## config.mk

```make
export PLATFORM = sky130hd
export DESIGN_NAME = digit_scan_counter
export DESIGN_NICKNAME = d
export VERILOG_FILES = /design/src/rtl/digit_scan_pkg.sv /design/src/rtl/bcd_decade.sv /design/src/rtl/digit_scan_counter.sv
export SDC_FILE = /design/constraint.sdc
export NUM_CORES = 1
export LEC_CHECK = 0
export BUFFER_PORTS_ARGS = -buffer_cell sky130_fd_sc_hd__buf_2
export CORE_ASPECT_RATIO = 0.8
export CORE_MARGIN = 5
export CORE_UTILIZATION = 57
export CTS_CLUSTER_DIAMETER = 40
export CTS_CLUSTER_SIZE = 16
export DETAILED_ROUTE_END_ITERATION = 7
export GPL_ROUTABILITY_DRIVEN = 0
export PLACE_DENSITY = 0.83
export SYNTH_ARGS = -nofsm -noshare
export SYNTH_HDL_FRONTEND = slang
export SYNTH_HIERARCHICAL = 1
export SYNTH_SLANG_ARGS = --single-unit
export TNS_END_PERCENT = 10
```

## constraint.sdc

```tcl
create_clock -name CLK -period 3.6 [get_ports CLK]
set_clock_uncertainty 0.1 [all_clocks]
set_input_delay 0.36 -clock CLK [delete_from_list [all_inputs] [get_ports CLK]]
set_output_delay 0.36 -clock CLK [all_outputs]
set_load 0.005 [all_outputs]
```

## src/rtl/digit_scan_pkg.sv

```systemverilog
// digit_scan_pkg: shared types, segment patterns and the BCD-to-7-segment
// decoder for the digit_scan_counter slice.
//   bcd_t      : one BCD decade, always 0..9
//   seg_t      : segments {g,f,e,d,c,b,a}, active-high
//   seg_decode : BCD digit -> segment pattern (blank for non-BCD codes)
package digit_scan_pkg;

  localparam int unsigned NUM_DIGITS = 4;

  typedef logic [3:0] bcd_t;
  typedef logic [6:0] seg_t;

  localparam seg_t PAT_BLANK = 7'h00;
  localparam seg_t PAT_0     = 7'h3F;
  localparam seg_t PAT_1     = 7'h06;
  localparam seg_t PAT_2     = 7'h5B;
  localparam seg_t PAT_3     = 7'h4F;
  localparam seg_t PAT_4     = 7'h66;
  localparam seg_t PAT_5     = 7'h6D;
  localparam seg_t PAT_6     = 7'h7D;
  localparam seg_t PAT_7     = 7'h07;
  localparam seg_t PAT_8     = 7'h7F;
  localparam seg_t PAT_9     = 7'h6F;

  function automatic seg_t seg_decode(input bcd_t d);
    seg_t s;
    case (d)
      4'd0:    s = PAT_0;
      4'd1:    s = PAT_1;
      4'd2:    s = PAT_2;
      4'd3:    s = PAT_3;
      4'd4:    s = PAT_4;
      4'd5:    s = PAT_5;
      4'd6:    s = PAT_6;
      4'd7:    s = PAT_7;
      4'd8:    s = PAT_8;
      4'd9:    s = PAT_9;
      default: s = PAT_BLANK;
    endcase
    return s;
  endfunction

endpackage

```

## src/rtl/bcd_decade.sv

```systemverilog
// bcd_decade: one BCD counter decade with combinational carry-out, so a
// chain of decades ripples a full carry within a single clock.
//   CLK   : clock
//   RST   : synchronous active-high reset (digit -> 0)
//   clr   : synchronous clear (digit -> 0), wins over cin
//   cin   : increment request from the lower decade
//   digit : current decade value, 0..9
//   cout  : cin AND digit == 9 (this decade wraps on this edge)
module bcd_decade
  import digit_scan_pkg::*;
(
  input  logic CLK,
  input  logic RST,
  input  logic clr,
  input  logic cin,
  output bcd_t digit,
  output logic cout
);

  assign cout = cin && (digit == 4'd9);

  always_ff @(posedge CLK) begin
    if (RST || clr) begin
      digit <= '0;
    end else if (cin) begin
      digit <= (digit == 4'd9) ? '0 : digit + 4'd1;
    end
  end

endmodule

```

## src/rtl/digit_scan_counter.sv

```systemverilog
// digit_scan_counter: four-decade BCD event counter with a time-multiplexed
// 7-segment output strobed by an upstream 4-phase one-hot ring counter.
//   CLK, RST      : clock, synchronous active-high reset
//   PH_0..PH_3    : one-hot scan phase, PH_k selects decade k (0 = units)
//   EVT           : asynchronous event input, counted once per rising edge
//   CLR           : synchronous clear of count, OVF and ERR
//   SEG_0..SEG_6  : registered segments a..g, active-high
//   OVF           : sticky 9999 -> 0000 wrap flag
//   ERR           : sticky flag for a phase that was not one-hot
// Parameters: SYNC_STAGES (2..3) synchronizer depth, LZB leading-zero blanking.
module digit_scan_counter
  import digit_scan_pkg::*;
#(
  parameter int unsigned SYNC_STAGES = 2,
  parameter bit          LZB         = 1'b0
) (
  input  logic CLK,
  input  logic RST,
  input  logic PH_0,
  input  logic PH_1,
  input  logic PH_2,
  input  logic PH_3,
  input  logic EVT,
  input  logic CLR,
  output logic SEG_0,
  output logic SEG_1,
  output logic SEG_2,
  output logic SEG_3,
  output logic SEG_4,
  output logic SEG_5,
  output logic SEG_6,
  output logic OVF,
  output logic ERR
);

  logic [SYNC_STAGES-1:0] syncFf;
  logic [SYNC_STAGES-1:0] syncVld;
  logic                   evtHist;
  logic                   inc;

  // Reset zeroes the synchronizer, so EVT held high across reset release
  // would otherwise look like a fresh 0->1 edge. syncVld marks which stages
  // hold a real post-reset sample; history reads as "high" until the last
  // stage is valid, so only an edge observed after release is counted.
  always_ff @(posedge CLK) begin
    if (RST) begin
      syncFf  <= '0;
      syncVld <= '0;
      evtHist <= 1'b1;
    end else begin
      syncFf  <= {syncFf[SYNC_STAGES-2:0], EVT};
      syncVld <= {syncVld[SYNC_STAGES-2:0], 1'b1};
      evtHist <= syncVld[SYNC_STAGES-1] ? syncFf[SYNC_STAGES-1] : 1'b1;
    end
  end

  assign inc = syncVld[SYNC_STAGES-1] && syncFf[SYNC_STAGES-1] && !evtHist;

  bcd_t                digits [NUM_DIGITS];
  logic [NUM_DIGITS:0] carry;

  assign carry[0] = inc;

  for (genvar i = 0; i < NUM_DIGITS; i++) begin : gDecade
    bcd_decade uDecade (
      .CLK   (CLK),
      .RST   (RST),
      .clr   (CLR),
      .cin   (carry[i]),
      .digit (digits[i]),
      .cout  (carry[i+1])
    );
  end

  // A decade is blanked when it and every higher decade are zero.
  logic [NUM_DIGITS-1:0] blank;

  always_comb begin
    blank    = '0;
    blank[3] = LZB && (digits[3] == '0);
    blank[2] = blank[3] && (digits[2] == '0);
    blank[1] = blank[2] && (digits[1] == '0);
  end

  seg_t digitSeg [NUM_DIGITS];

  for (genvar i = 0; i < NUM_DIGITS; i++) begin : gDecode
    assign digitSeg[i] = blank[i] ? PAT_BLANK : seg_decode(digits[i]);
  end

  logic [3:0] ph;
  logic       phOneHot;
  seg_t       segNext;
  seg_t       segReg;

  assign ph       = {PH_3, PH_2, PH_1, PH_0};
  assign phOneHot = $onehot(ph);

  always_comb begin
    segNext = PAT_BLANK;
    case (ph)
      4'b0001: segNext = digitSeg[0];
      4'b0010: segNext = digitSeg[1];
      4'b0100: segNext = digitSeg[2];
      4'b1000: segNext = digitSeg[3];
      default: segNext = PAT_BLANK;
    endcase
  end

  always_ff @(posedge CLK) begin
    if (RST) begin
      segReg <= '0;
      OVF    <= 1'b0;
      ERR    <= 1'b0;
    end else begin
      segReg <= segNext;
      if (CLR) begin
        OVF <= 1'b0;
        ERR <= 1'b0;
      end else begin
        if (carry[NUM_DIGITS]) OVF <= 1'b1;
        if (!phOneHot)         ERR <= 1'b1;
      end
    end
  end

  assign {SEG_6, SEG_5, SEG_4, SEG_3, SEG_2, SEG_1, SEG_0} = segReg;

endmodule

```

* Word-level counts from Yosys, hierarchy flattened *
Memories as Yosys holds them, arrays and structs flattened. A register that Yosys moved wholly into a read port is not among the register bits.
Cells that the tools add are included.

word-level totals
  memory bits (read-only) = 448
  memories kept = 4
  output and inout bits = 9
  word-level logic and storage cells = 56
  flip-flop bits (word level) = 30
  input bits = 8

memories
  memory           depth  width  read ports  clocked after memory_dff  write ports  line                  text
  (no name shown)  16     7      1           1                         0            digit_scan_pkg.sv:27  case (d)
  (no name shown)  16     7      1           1                         0            digit_scan_pkg.sv:27
  (no name shown)  16     7      1           1                         0            digit_scan_pkg.sv:27
  (no name shown)  16     7      1           1                         0            digit_scan_pkg.sv:27

cells by class
  reductions and logical operators = 10
  $add $sub $neg = 7
  muxes and demuxes = 14
  bitwise operators = 1
  equal/unequal tests = 9

operator list
  kind                   number
  $mux W4                12
  $pmux W7 S4            1
  $eq A4 B4 Y1 const B   5
  $add A4 B1 Y4 const B  4
  $logic_and A1 B1 Y1    6
  $add A1 B1 Y2          2
  $eq A4 B1 Y1 const B   1
  $eq A4 B2 Y1 const B   1
  $eq A4 B3 Y1 const B   1
  $reduce_or A2 Y1       2
  $add A2 B2 Y3          1
  $eq A3 B1 Y1 const B   1
  $logic_not A1 Y1       1
  $logic_or A1 B1 Y1     1
  $mux W1                1
  $not A1 Y1             1

* Logic depth before layout (Yosys ltp) *
  word-level depth = 7
  depth in mapped cells = 12
  gate-level depth less buffers = 12

* Modules after synthesis *
Netlist, hierarchy kept.

modules (own cells, without submodules)
  module              area each (um^2)  cells each  instances  seq. area each (um^2)
  digit_scan_counter  1,296.2           152         1          280.3
  bcd_decade          192.7             20          4          80.1

* Worst setup path before layout *
No wires, ideal clock.

  kind = register to register
  start point = register syncVld[1]
  end point = register gDecade[3].uDecade.digit[1]
  buffers on the path = 0
  data arrival time = 2.730 ns
  period minus slack after synthesis = 2.909 ns
  library setup time = 0.079 ns
  path slack = 0.691 ns
  required time = 3.421 ns
  stages on the path, launching flop included = 12
  cell sequence = dfxtp_1 -> nand2_1 -> nor2_1 -> nand2_2 -> nor3b_1 -> nand2_2 -> nor3b_1 -> nand2_2 -> nor3b_1 -> nand2_2 -> or3_1 -> a211oi_2

between the ends
  word-level cells in the longest chain between the ends = 5

ends and longest elaborated chain
  element                            line                      text
  start, declared                    digit_scan_counter.sv:37  logic [SYNC_STAGES-1:0] syncVld;
  start signal, assigned             digit_scan_counter.sv:52  syncVld <= {syncVld[SYNC_STAGES-2:0], 1'b1};
  $logic_and A1 B1 Y1 (2 in series)  digit_scan_counter.sv:57  assign inc = syncVld[SYNC_STAGES-1] && syncFf[SYNC_STAGES-1] && !evtHist;
  named net carry[0]                 digit_scan_counter.sv:60  logic [NUM_DIGITS:0] carry;
  $logic_and A1 B1 Y1                bcd_decade.sv:20          assign cout = cin && (digit == 4'd9);
  named net carry[1]                 digit_scan_counter.sv:60
  $logic_and A1 B1 Y1                bcd_decade.sv:20
  named net carry[2]                 digit_scan_counter.sv:60
  $logic_and A1 B1 Y1                bcd_decade.sv:20
  named net carry[3]                 digit_scan_counter.sv:60
  end signal, assigned               bcd_decade.sv:26          digit <= (digit == 4'd9) ? '0 : digit + 4'd1;
  end, declared                      bcd_decade.sv:16          output bcd_t digit,

The timed path passes the listed nets, and every way through them passes these cells.
A chain may end at the register's enable or synchronous reset.

* Worst setup path after layout *
  start point = register syncFf[1]
  end point = register gDecade[3].uDecade.digit[3]

between the ends
  word-level cells in the longest chain between the ends = 5

ends and longest elaborated chain
  element                            line                      text
  start, declared                    digit_scan_counter.sv:36  logic [SYNC_STAGES-1:0] syncFf;
  start signal, assigned             digit_scan_counter.sv:51  syncFf <= {syncFf[SYNC_STAGES-2:0], EVT};
  $logic_and A1 B1 Y1 (2 in series)  digit_scan_counter.sv:57
  named net carry[0]                 digit_scan_counter.sv:60
  $logic_and A1 B1 Y1                bcd_decade.sv:20
  named net carry[1]                 digit_scan_counter.sv:60
  $logic_and A1 B1 Y1                bcd_decade.sv:20
  named net carry[2]                 digit_scan_counter.sv:60
  $logic_and A1 B1 Y1                bcd_decade.sv:20
  named net carry[3]                 digit_scan_counter.sv:60

The timed path passes the listed nets, and every way through them passes these cells.

==> qor.csv <==
metric;value;unit
run_status;finished, final reports clean;
worstPathMaxFanout;4;
synth_seq_area_share;29.1;%
cap_viol_max_count;0;
die_h;63.9;um
cellLeakagePower;0.839;nW
synthCells;232;
setup.worst_path.end_class;register;
crit_required;3.69;ns
grt_pass1_vias;1594;
overflow;0;
area_growth;8.29;%
yosys_warnings;6;
tns;0;ns
ys_seq_elements;30;
vias;1691;
cts_tree;built;
cts_root_buf;clkbuf_8;
wl_per_cell;14.6;um
path_class;register to register;
drt-total-wl;4280;um
hold_depth;2;
final_cell_mix;dfxtp_1, o21ai_0, ha_1;
crit_family;simple AND/OR/NAND/NOR gates;
place_hpwl;3020;um
rows;19;
avgSynthCellArea;8.91;sq um
tightestPinTransition;0.609;ns
dp_slack;0.450;ns
synth_edf_count;0;
drtAntennaViolNets;0;
ios;17;
grt_max_degree;30;
grt_pass1_wl;7350;um
drive_gt1_share;19.1;%
antenna_found_initial;0;
hold_path_class;primary input to register;
cp_slowest_cell;nor3b_1;
clk_pin_slew;0.06;ns
cts_buffers;5;
cp_cell_sequence;nand2_1 -> nor2_1 -> nand2_2 -> nor3b_1 -> nand2_2 -> nor3b_2 -> nand2_2 -> nor3b_1 -> buf_4 -> and4b_2 -> o21ai_0 -> a211oi_1;
hold_viol;0;
relSlewSlack;59.4;%
worst-endpoint-arrival;3.11;ns
die-area;4940;sq um
rr_worst_depth;12;
p_total;0.641;mW
finalCritPeriodShare;84.0;%
cts_num_sinks;30;
vias_per_cell;5.77;
synth_top_flop_cell;dfxtp_1;
syn_area;2070;sq um
cts_max_path_buffers;2;
max_stage_delay;0.52;ns
first_pass_iters;5;
finalMaxSlewViolations;0;
cp.depth;12;
die_width;77.3;um
grt_usage;18.2;%
fmax;0.331;GHz
setup_viol;0;
critPathMostFrequentCell;nand2_2;
synthArstFlopShare;0;%
clk-insertion-delay-late;0.28;ns
vdd_drop_max;303;uV
start_util;59.6;%
worst_slack;0.576;ns
critical_path_buf_inv_count;1;
io_buffer_count;16;
syn-num-nets;266;
post-route-drc-count;0;
powerDensity;286;nW/um^2
coreArea;3470;sq um
ys_types;38;
layout_commonest_cell;dfxtp_1;
period_minus_slack;3.02;ns
start_kind;register;
holdBufCountCts;0;
nNetsFinal;285;
drt_iter0_drc;143;
cts-htree-levels;2;
rsz0062_at_grt;no;
num_antenna_cells;0;
## metal layers
| metal | track usage, % | vias up | part of all wire, % | wire length, um |
|---|---|---|---|---|
| li1 | - | 853 | - | - |
| met1 | 23.4 | 785 | 46 | 1970 |
| met2 | 28.8 | 46 | 46 | 1980 |
| met3 | 6.46 | 7 | 6.9 | 293 |
| met4 | 5.36 | 0 | 0.91 | 39 |
| met5 | 0 | - | 0 | 0 |
## worst paths after layout
path / to / slack [ns] / start
setup / recovery: gDecade[3].uDecade/digit[3] / 0.58 / syncFf[1]
hold / removal: syncFf[0] / 0.19 / EVT
setup reg to reg: gDecade[3].uDecade/digit[3] / 0.58 / syncFf[1]
hold reg to reg: evtHist / 0.30 / syncVld[1]
## metrics by stage
stage               utilization, %  hold WS, ns  cells  area, sq um
floorplan                        -        0.279    232         2070
global placement              62.1        0.295    286         2160
detailed placement            62.1        0.295    286         2160
CTS                           64.3        0.189    293         2230
global route                  64.5        0.219    293         2240
finish                        64.5        0.189    293         2240
## state kept, by name, summed over array words and instances, names as in the netlist
name	flops
OVF	1
segReg	7
syncVld	2
gDecade.uDecade/digit	16
ERR	1
evtHist	1
syncFf	2
## worst register-to-register path, delay by kind of cell, from the launching register on
kind	cells	cell delay, ns
AOI/OAI and AO/OA	2	0.37
DFF	1	0.33
buffers and inverters	1	0.17
and+or+nand+nor	9	1.97
## power breakdown
group / leakage, nW / internal, mW / switching (mW) / total, mW
logic: 0.557 / 0.0192 / 0.0282 / 0.0474
registers: 0.244 / 0.339 / 0.00212 / 0.342
clock network: 0.0383 / 0.133 / 0.119 / 0.252
## layout make-up
cell class / count / area [sq um]
flip-flops and latches: 30 / 601
fillers: 285 / 1230
repair buffers: 17 / 87.6
inverters: 19 / 71.3
well taps: 42 / 52.6
multi-input cells: 178 / 1350
clock buffers: 7 / 76.3
## synth_stat cells, types with 3 or more instances
| master | number | area share [%] |
|---|---|---|
| nor2b_1 | 12 | 3.6 |
| nand3_1 | 4 | 0.97 |
| nand2b_1 | 7 | 2.1 |
| ha_1 | 25 | 15 |
| a211oi_2 | 4 | 2.4 |
| nand2_1 | 9 | 1.6 |
| nor3b_1 | 4 | 1.5 |
| nor3_1 | 10 | 2.4 |
| inv_1 | 19 | 3.5 |
| buf_6 | 4 | 2.2 |
| nand2_2 | 4 | 1.2 |
| or3_1 | 4 | 1.2 |
| and4b_2 | 4 | 2.2 |
| xor2_1 | 4 | 1.7 |
| nor2b_2 | 4 | 1.7 |
| nor2_1 | 7 | 1.3 |
| a21boi_0 | 3 | 1.1 |
| a41oi_1 | 3 | 1.3 |
| mux2i_1 | 5 | 2.4 |
| xnor2_1 | 4 | 1.7 |
| dfxtp_1 | 30 | 29 |
| o21ai_0 | 29 | 7.0 |
| a211oi_1 | 4 | 1.5 |
| a21oi_1 | 5 | 1.2 |
| o21ai_1 | 7 | 1.7 |
## kinds of logic (layout without fill, tap and decap cells)
group | count (synthesis) | count (layout) | share of synthesized area, %
flip-flops | 30 | 30 | 29.1
adder cells (fa/ha/maj) | 26 | 26 | 16.1
AO/OA/AOI/OAI | 64 | 64 | 20.6
XOR/XNOR | 8 | 8 | 3.39
AND/OR/NAND/NOR | 75 | 75 | 22.6
multiplexers | 5 | 5 | 2.42
buffers and inverters | 24 | 43 | 5.87
## timing repair
| action | in CTS | in global routing |
|---|---|---|
| buffers inserted | 0 | 0 |
| resized for setup | 0 | 1 |
| endpoints found under the setup margin | 0 | 1 |
No activity file was read; power rests on OpenSTA's default activity.
